**src/rtl/wash_sequencer.sv**
```systemverilog
// Table-driven wash program sequencer: steps through a writable step table, one entry per step.
// Define WASH_SEQ_PAUSE_EN to enable the pause input; otherwise pause is ignored.
module wash_sequencer #(
   parameter int ADDR_WIDTH = 4,
   parameter int TIME_WIDTH = 8
) (
   input  logic                    clk,
   input  logic                    rst_n,
   input  logic                    start,
   input  logic [ADDR_WIDTH-1:0]   start_addr,
   input  logic                    abort,
   input  logic                    pause,
   input  logic                    wr_en,
   input  logic [ADDR_WIDTH-1:0]   wr_addr,
   input  logic [TIME_WIDTH+6:0]   wr_data,
   output logic                    ctrl_fill,
   output logic                    ctrl_release,
   output logic                    ctrl_forward,
   output logic                    ctrl_reverse,
   output logic                    sig_clean,
   output logic                    sig_rinse,
   output logic                    sig_dry,
   output logic                    sig_done,
   output logic                    busy,
   output logic [ADDR_WIDTH-1:0]   step_addr
);
   // state | meaning
   // IDLE  | no program; table writable
   // RUN   | executing step at r_addr, r_cnt cycles left
   // PAUSE | step frozen, motor and fill off
   // DONE  | program finished, sig_done high; table writable
   localparam int EW    = TIME_WIDTH + 7;
   localparam int DEPTH = 2 ** ADDR_WIDTH;

   localparam logic [1:0] ST_IDLE  = 2'd0;
   localparam logic [1:0] ST_RUN   = 2'd1;
   localparam logic [1:0] ST_PAUSE = 2'd2;
   localparam logic [1:0] ST_DONE  = 2'd3;

   logic [1:0]            r_state;
   logic [EW-1:0]         r_table [DEPTH];
   logic [TIME_WIDTH-1:0] r_cnt;
   logic [ADDR_WIDTH-1:0] r_addr;
   logic [3:0]            r_ctrl;
   logic [2:0]            r_phase;
   logic                  r_done;

   logic                  w_pause_req;
   logic                  w_cur_last;
   logic [ADDR_WIDTH-1:0] w_next_addr;
   logic [EW-1:0]         w_load;
   logic                  w_unused_load_last;

   function automatic logic [3:0] f_ctrl(input logic [3:0] c);
      logic [3:0] v;
      v = c;
      if (c[1] && c[0]) v[1:0] = 2'b00;
      return v;
   endfunction

   function automatic logic [2:0] f_phase(input logic [1:0] p);
      logic [2:0] v;
      v = 3'b000;
      case (p)
         2'b00:   v = 3'b100;
         2'b01:   v = 3'b010;
         2'b10:   v = 3'b001;
         default: v = 3'b000;
      endcase
      return v;
   endfunction

   function automatic logic [TIME_WIDTH-1:0] f_dur(input logic [TIME_WIDTH-1:0] d);
      return (d == '0) ? {{(TIME_WIDTH-1){1'b0}}, 1'b1} : d;
   endfunction

`ifdef WASH_SEQ_PAUSE_EN
   assign w_pause_req = pause;
`else
   logic w_unused_pause;
   assign w_unused_pause = pause;
   assign w_pause_req    = 1'b0;
`endif

   assign w_next_addr = r_addr + 1'b1;
   assign w_cur_last  = r_table[r_addr][6];

   // Entry to load this edge: the start entry, the following step, or the current step on resume.
   always_comb begin
      w_load = r_table[w_next_addr];
      if (r_state == ST_IDLE || r_state == ST_DONE) w_load = r_table[start_addr];
      else if (r_state == ST_PAUSE)                 w_load = r_table[r_addr];
   end
   assign w_unused_load_last = w_load[6];

   always_ff @(posedge clk or negedge rst_n) begin
      if (!rst_n) begin
         r_state <= ST_IDLE;
         r_cnt   <= '0;
         r_addr  <= '0;
         r_ctrl  <= '0;
         r_phase <= '0;
         r_done  <= 1'b0;
         for (int i = 0; i < DEPTH; i++) r_table[i] <= '0;
      end else if (abort) begin
         r_state <= ST_IDLE;
         r_cnt   <= '0;
         r_addr  <= '0;
         r_ctrl  <= '0;
         r_phase <= '0;
         r_done  <= 1'b0;
      end else begin
         case (r_state)
            ST_IDLE, ST_DONE: begin
               if (wr_en) begin
                  r_table[wr_addr] <= wr_data;
               end else if (start) begin
                  r_state <= ST_RUN;
                  r_addr  <= start_addr;
                  r_cnt   <= f_dur(w_load[EW-1:7]);
                  r_ctrl  <= f_ctrl(w_load[3:0]);
                  r_phase <= f_phase(w_load[5:4]);
                  r_done  <= 1'b0;
               end
            end
            ST_RUN: begin
               if (r_cnt <= {{(TIME_WIDTH-1){1'b0}}, 1'b1}) begin
                  if (w_cur_last) begin
                     r_state <= ST_DONE;
                     r_ctrl  <= '0;
                     r_phase <= '0;
                     r_done  <= 1'b1;
                  end else begin
                     r_addr  <= w_next_addr;
                     r_cnt   <= f_dur(w_load[EW-1:7]);
                     r_ctrl  <= f_ctrl(w_load[3:0]);
                     r_phase <= f_phase(w_load[5:4]);
                  end
               end else begin
                  // The edge that takes the pause request still consumes one count.
                  r_cnt <= r_cnt - 1'b1;
                  if (w_pause_req) begin
                     r_state <= ST_PAUSE;
                     r_ctrl  <= {1'b0, r_ctrl[2], 2'b00};
                  end
               end
            end
            ST_PAUSE: begin
               if (!w_pause_req) begin
                  r_state <= ST_RUN;
                  r_ctrl  <= f_ctrl(w_load[3:0]);
               end
            end
            default: r_state <= ST_IDLE;
         endcase
      end
   end

   assign ctrl_fill    = r_ctrl[3];
   assign ctrl_release = r_ctrl[2];
   assign ctrl_forward = r_ctrl[1];
   assign ctrl_reverse = r_ctrl[0];
   assign sig_clean    = r_phase[2];
   assign sig_rinse    = r_phase[1];
   assign sig_dry      = r_phase[0];
   assign sig_done     = r_done;
   assign busy         = (r_state == ST_RUN) || (r_state == ST_PAUSE);
   assign step_addr    = r_addr;

endmodule

```
**config.mk**
```make
export PLATFORM = sky130hd
export DESIGN_NAME = wash_sequencer
export DESIGN_NICKNAME = d
export VERILOG_FILES = /design/src/rtl/wash_sequencer.sv
export SDC_FILE = /design/constraint.sdc
export NUM_CORES = 1
export LEC_CHECK = 0
export CORE_UTILIZATION = 41
export CTS_CLUSTER_DIAMETER = 100
export CTS_CLUSTER_SIZE = 8
export DETAILED_ROUTE_END_ITERATION = 10
export GPL_ROUTABILITY_DRIVEN = 0
export PLACE_DENSITY = 0.6
export SETUP_SLACK_MARGIN = 0.05
export SLEW_MARGIN = 40
export SYNTH_ARGS = -nofsm -noshare
export SYNTH_HDL_FRONTEND = slang
export SYNTH_SLANG_ARGS = --single-unit
```
**constraint.sdc**
```tcl
create_clock -name clk -period 3.35 [get_ports clk]
set_input_delay 0.67 -clock clk [delete_from_list [all_inputs] [get_ports clk]]
set_output_delay 0.67 -clock clk [all_outputs]
set_load 0.05 [all_outputs]
```
Yosys cells after proc, flatten, opt, wreduce, memory -nomap -nowiden. Cells that the tools add are included.

$add $sub $neg: 2. Order comparisons: 6. Equality and inequality tests: 11. Muxes and demuxes: 53. Bitwise operators: 5. Reduce and logical (&&, ||, !) cells: 16.

Operator list (count): $bwmux 240 (1); $bmux 15 s4 (3); $mux 15 (9); $demux 15 s4 (1); $mux 8 (6); $mux 4 (10); $ge 5x5->1 const B (4); $not 4->5 (4); $pmux 8 s2 (1); $mux 3 (5); $ne 3x3->1 const B (5); $mux 2 (6); $pmux 4 s3 (1); $reduce_and 4->1 (3); $reduce_and 5->1 (2); $pmux 3 s3 (1); $le 8x1->1 const B (1); $logic_not 8->1 (1); $pmux 4 s2 (1); $sub 8x1->8 const B (1); $eq 2x2->1 const B (3); $pmux 2 s3 (1); $pmux 3 s2 (1); $reduce_and 3->1 (2); 12 further kinds (20).

Register bits after elaboration: 262. Input bits: 29. Output and inout port bits: 13.

Longest topological paths before layout.
Word-level depth: 13. Gate-level depth with buffers: 12. Mapped depth without buffers: 10.

Worst setup path after synthesis. OpenSTA, ideal clock, no wires.

Kind: register to register. Start point: register r_addr[1], in the netlist step_addr[1]. End point: register r_ctrl[2]. Setup time: 0.121 ns. Arrival time: 2.982 ns. Data required time: 3.229 ns. Slack: 0.247 ns. Stages on the path, launching flop included: 9. Buffers on the path: 2. Clock period less this slack: 3.103 ns. Cells stage by stage: dfrtp_1 > ha_1 > buf_2 > buf_2 > mux4_2 > mux4_1 > a21oi_1 > o21ai_0 > a22o_1.

Cells in the longest elaborated chain, start to end: 11. Elaborated cells between the ends (all ways): 17. Classes of those cells: 1 x add/sub; 14 x mux; 2 x bitwise.

RTL lines: from (decl) (line 43) `logic [ADDR_WIDTH-1:0] r_addr;`; from (signal assigned) (line 119) `r_addr <= start_addr;`; from (signal assigned) (line 134) `r_addr <= w_next_addr;`; $add 4x1->4 (line 85) `assign w_next_addr = r_addr + 1'b1;`; $not 4->5 (implied by the code) (line 90) `w_load = r_table[w_next_addr];`; $bmux 15 s4 (line 90); $mux 15 (implied by the code) (2 in series) (line 90); $mux 15 (line 92) `else if (r_state == ST_PAUSE) w_load = r_table[r_addr];`; $mux 15 (line 91) `if (r_state == ST_IDLE || r_state == ST_DONE) w_load = r_table[start_addr];`; $mux 4, on equally long branches (line 128, 117); $mux 4, on equally long branches (line 127, 115); $pmux 4 s3 (*) (line 113) `case (r_state)`; $mux 4 (*) (line 105) `end else if (abort) begin`; to (signal assigned) (line 121) `r_ctrl <= f_ctrl(w_load[3:0]);`; to (signal assigned) (line 136) `r_ctrl <= f_ctrl(w_load[3:0]);`; to (signal assigned) (line 144) `r_ctrl <= {1'b0, r_ctrl[2], 2'b00};`; to (decl) (line 44) `logic [3:0] r_ctrl;`.

Mark *: on every way between the ends. The rest lies on a longest branch, timed or not. The select of a mux whose other input is x is not followed. A chain may end at the register's enable or synchronous reset.

Worst setup path after layout.
Start point: register r_addr[1], in the netlist step_addr[1]. End point: output step_addr[1].

RTL lines: to (decl) (line 25) `output logic [ADDR_WIDTH-1:0] step_addr`.

No word-level cell between the ends.

==> results.yml <==
logic_synthesis:
  syn_avg_cell_area_um2: 14.6
  synth-edff-count: 0
  synthCells: 1081
  syn_nets: 1115
  synth_ff_type: "dfrtp_1"
  synthArstFlopShare_pct: 100
  yosysSeqAreaShare_pct: 41.6
  yosysWarnings: 0
  syn_area_um2: 15800
  synth-seq-cells: 262
  yosysUniqueCellTypes: 50
pwr:
  p_sw_w: 0.00567
  p_sw_share_pct: 35.5
  clkPwrFrac_pct: 21.3
  p_total_w: 0.0160
  power_frac_comb_pct: 45.6
  p_int_w: 0.0103
  p_leak_nw: 7.64
  vdd_drop_max_mv: 0.377
  powerDensity_nw_per_um2: 878
  pwr-share-seq_pct: 33.1
cts:
  cts_root_buf: "clkbuf_16"
  cts.path.max_buffers: 3
  insertion_delay_ns: 0.53
  numCtsBuffers: 38
  postCtsSetupBuffers: 0
  ctsHoldBuffers: 0
  cts_tree: "done"
  h-tree-depth: 2
  cts.sinks: 262
  post_cts_resized: 0
  path_clk_slew_ns: 0.05
sta:
  rsz0062_at_grt: "no"
  tightest_slew_ns: 0.737
  finalHoldViolations: 0
  maxSlewViolCount: 0
  period_minus_slack_ns: 3.14
  finalClockSkew_ns: 0.0288
  max_freq_mhz: 319
  fin_tns_setup_ns: 0
  slew_headroom_pct: 50.7
  setup_viol: 0
  period_share_pct: 93.7
worst_setup_path:
  worstPathArrival_ns: 2.47
  required_ns: 2.68
  path_class: "reg -> out"
  start_kind: "flop"
  crit_fanout: 39
  end_kind: "output port"
layout:
  area_growth_pct: 15.3
  nNetsFinal: 1170
  final_area_um2: 18200
  instances_no_fill: 1649
  drive_gt1_share_pct: 48.5
  diodes: 0
floorplan:
  core_um2: 37800
  die_w_um: 198
  rows: 71
  boundaryPins: 42
  initial_utilization_pct: 41.7
  die_h_um: 198
  dieArea_um2: 39200
placed_design:
  place_hpwl_mm: 28.0
  port_buffers: 40
  post_dp_cell_area_um2: 17100
  dp_cells: 1606
detailed_routing:
  vias: 10500
  drt_iter0_drc: 741
  drc: 0
  dr.pass1.iters: 5
  wl_per_cell_um: 27.0
  finalWirelength_mm: 44.5
  drt-vias-per-instance: 6.35
  drtAntennaViolNets: 0
min_path:
  min_path_type: "in -> async"
job:
  cap_violations: 0
grt:
  grt_remaining_overflow: 0
  track_usage_pct: 23.9
  grt_max_degree: 102
  antenna_found_initial: 1
  grt_pass1_wl_mm: 69.0
  grt_pass1_vias: 10600
run_status:
  status: "finished clean"
state kept, by name (all words and copies together), names as in the netlist:
signal	flops
sig_done	1
r_table	240
r_cnt	8
r_state	2
step_addr	4
r_ctrl	4
r_phase	3
Yosys cell counts (2+ instances only):
library cell,number,area (um2)
ha_1,5,62.6
nand3_1,17,85.1
and4_1,2,17.5
buf_6,6,67.6
buf_1,8,30.0
inv_1,7,26.3
mux2i_1,52,521
nand2b_1,7,43.8
o22ai_1,16,100
a221oi_2,2,30.0
a22oi_1,12,90.1
nand2_1,38,143
clkbuf_1,42,158
o221ai_1,10,87.6
nor2b_1,5,31.3
a31oi_1,4,25.0
a21oi_1,16,80.1
mux4_1,6,158
a211oi_1,6,45.0
a22o_1,10,87.6
mux2_2,248,2790
or3_1,3,18.8
nand4_1,3,18.8
buf_4,8,60.1
nor3_1,8,40.0
mux4_2,170,3830
nor2_1,33,124
dfrtp_1,262,6560
o21ai_0,25,125
xnor2_1,2,17.5
buf_2,28,140
nor3_2,2,20.0
through the flow:
stage	worst slack (ns)	hold WS, ns	utilization (%)
CTS	0.203	0.230	48.0
detailed placement	0.245	0.480	45.4
global route	0.148	0.0174	48.1
global placement	0.254	0.466	45.4
floorplan	0.247	0.374	-
finish	0.212	0.0179	48.1
worst max-delay path: stages, from the launching register on:
cell             delay (ns)
dfrtp_2                0.40
buf_4                  0.59
clkdlybuf4s50_1        0.93
kinds of logic after synthesis:
| kind of cell | share of synthesized area, % |
|---|---|
| buffers and inverters | 3.10 |
| flip-flops | 41.6 |
| XOR/XNOR | 0.111 |
| multiplexers | 46.3 |
| adder cells (fa/ha/maj) | 0.397 |
| AO/OA/AOI/OAI | 4.73 |
| AND/OR/NAND/NOR | 3.75 |
layout make-up:
type	instances	area, um2
inverter	9	33.8
sequential	262	6560
fill	3250	19600
tap	511	639
clock inverter	1	8.76
timing repair buffer	107	1170
clock buffer	41	993
multi-input combinational	718	8770
placed cells by master, fill, tap and decap left out, types with 3 or more instances in the layout:
cell type	n
nor2_2	8
dfrtp_1	260
mux2_2	248
nand4_1	3
mux4_2	170
a31oi_1	3
or3_1	3
buf_12	20
inv_1	7
a211oi_1	6
mux2i_1	52
a21oi_1	16
a22o_1	10
nand2b_1	7
ha_1	4
o221ai_1	10
mux4_1	6
o22ai_1	16
clkdlybuf4s50_1	36
a22oi_1	12
nor2_1	26
nand3_1	17
clkbuf_16	39
nor3_1	7
o21ai_0	25
buf_4	48
nor2b_1	5
nand2_1	38
path summary, 6_finish.rpt:
kind                                   start      endpoint  slack, ns  cells after the start
worst max-delay path            step_addr[1]  step_addr[1]       0.21                      2
worst min-delay path                   rst_n   r_table[74]       0.02                      1
worst max register to register  step_addr[0]     r_ctrl[0]       0.27                      7
worst min register to register    r_phase[1]    r_phase[1]       0.48                      2
max in group asynchronous              rst_n   r_table[49]       2.38                      3
min in group clk                  r_phase[1]    r_phase[1]       0.48                      2
power groups by stage:
stage                     combinational, W  clock [W]  sequential [W]
after floorplan                    0.00525          0         0.00515
after global placement             0.00717          0         0.00520
after detailed placement           0.00726          0         0.00529
after CTS                          0.00728    0.00349         0.00524
after global routing               0.00778    0.00362         0.00544
final                              0.00727    0.00341         0.00528
layer usage:
| layer | vias up | track usage (%) | share of wire (%) |
|---|---|---|---|
| li1 | 4407 | - | - |
| met1 | 5585 | 33.7 | 43 |
| met2 | 380 | 36.2 | 46 |
| met3 | 97 | 5.25 | 7.2 |
| met4 | 2 | 8.87 | 3.5 |
| met5 | - | 0 | 0.029 |
Power figures use the tool's default switching activity.
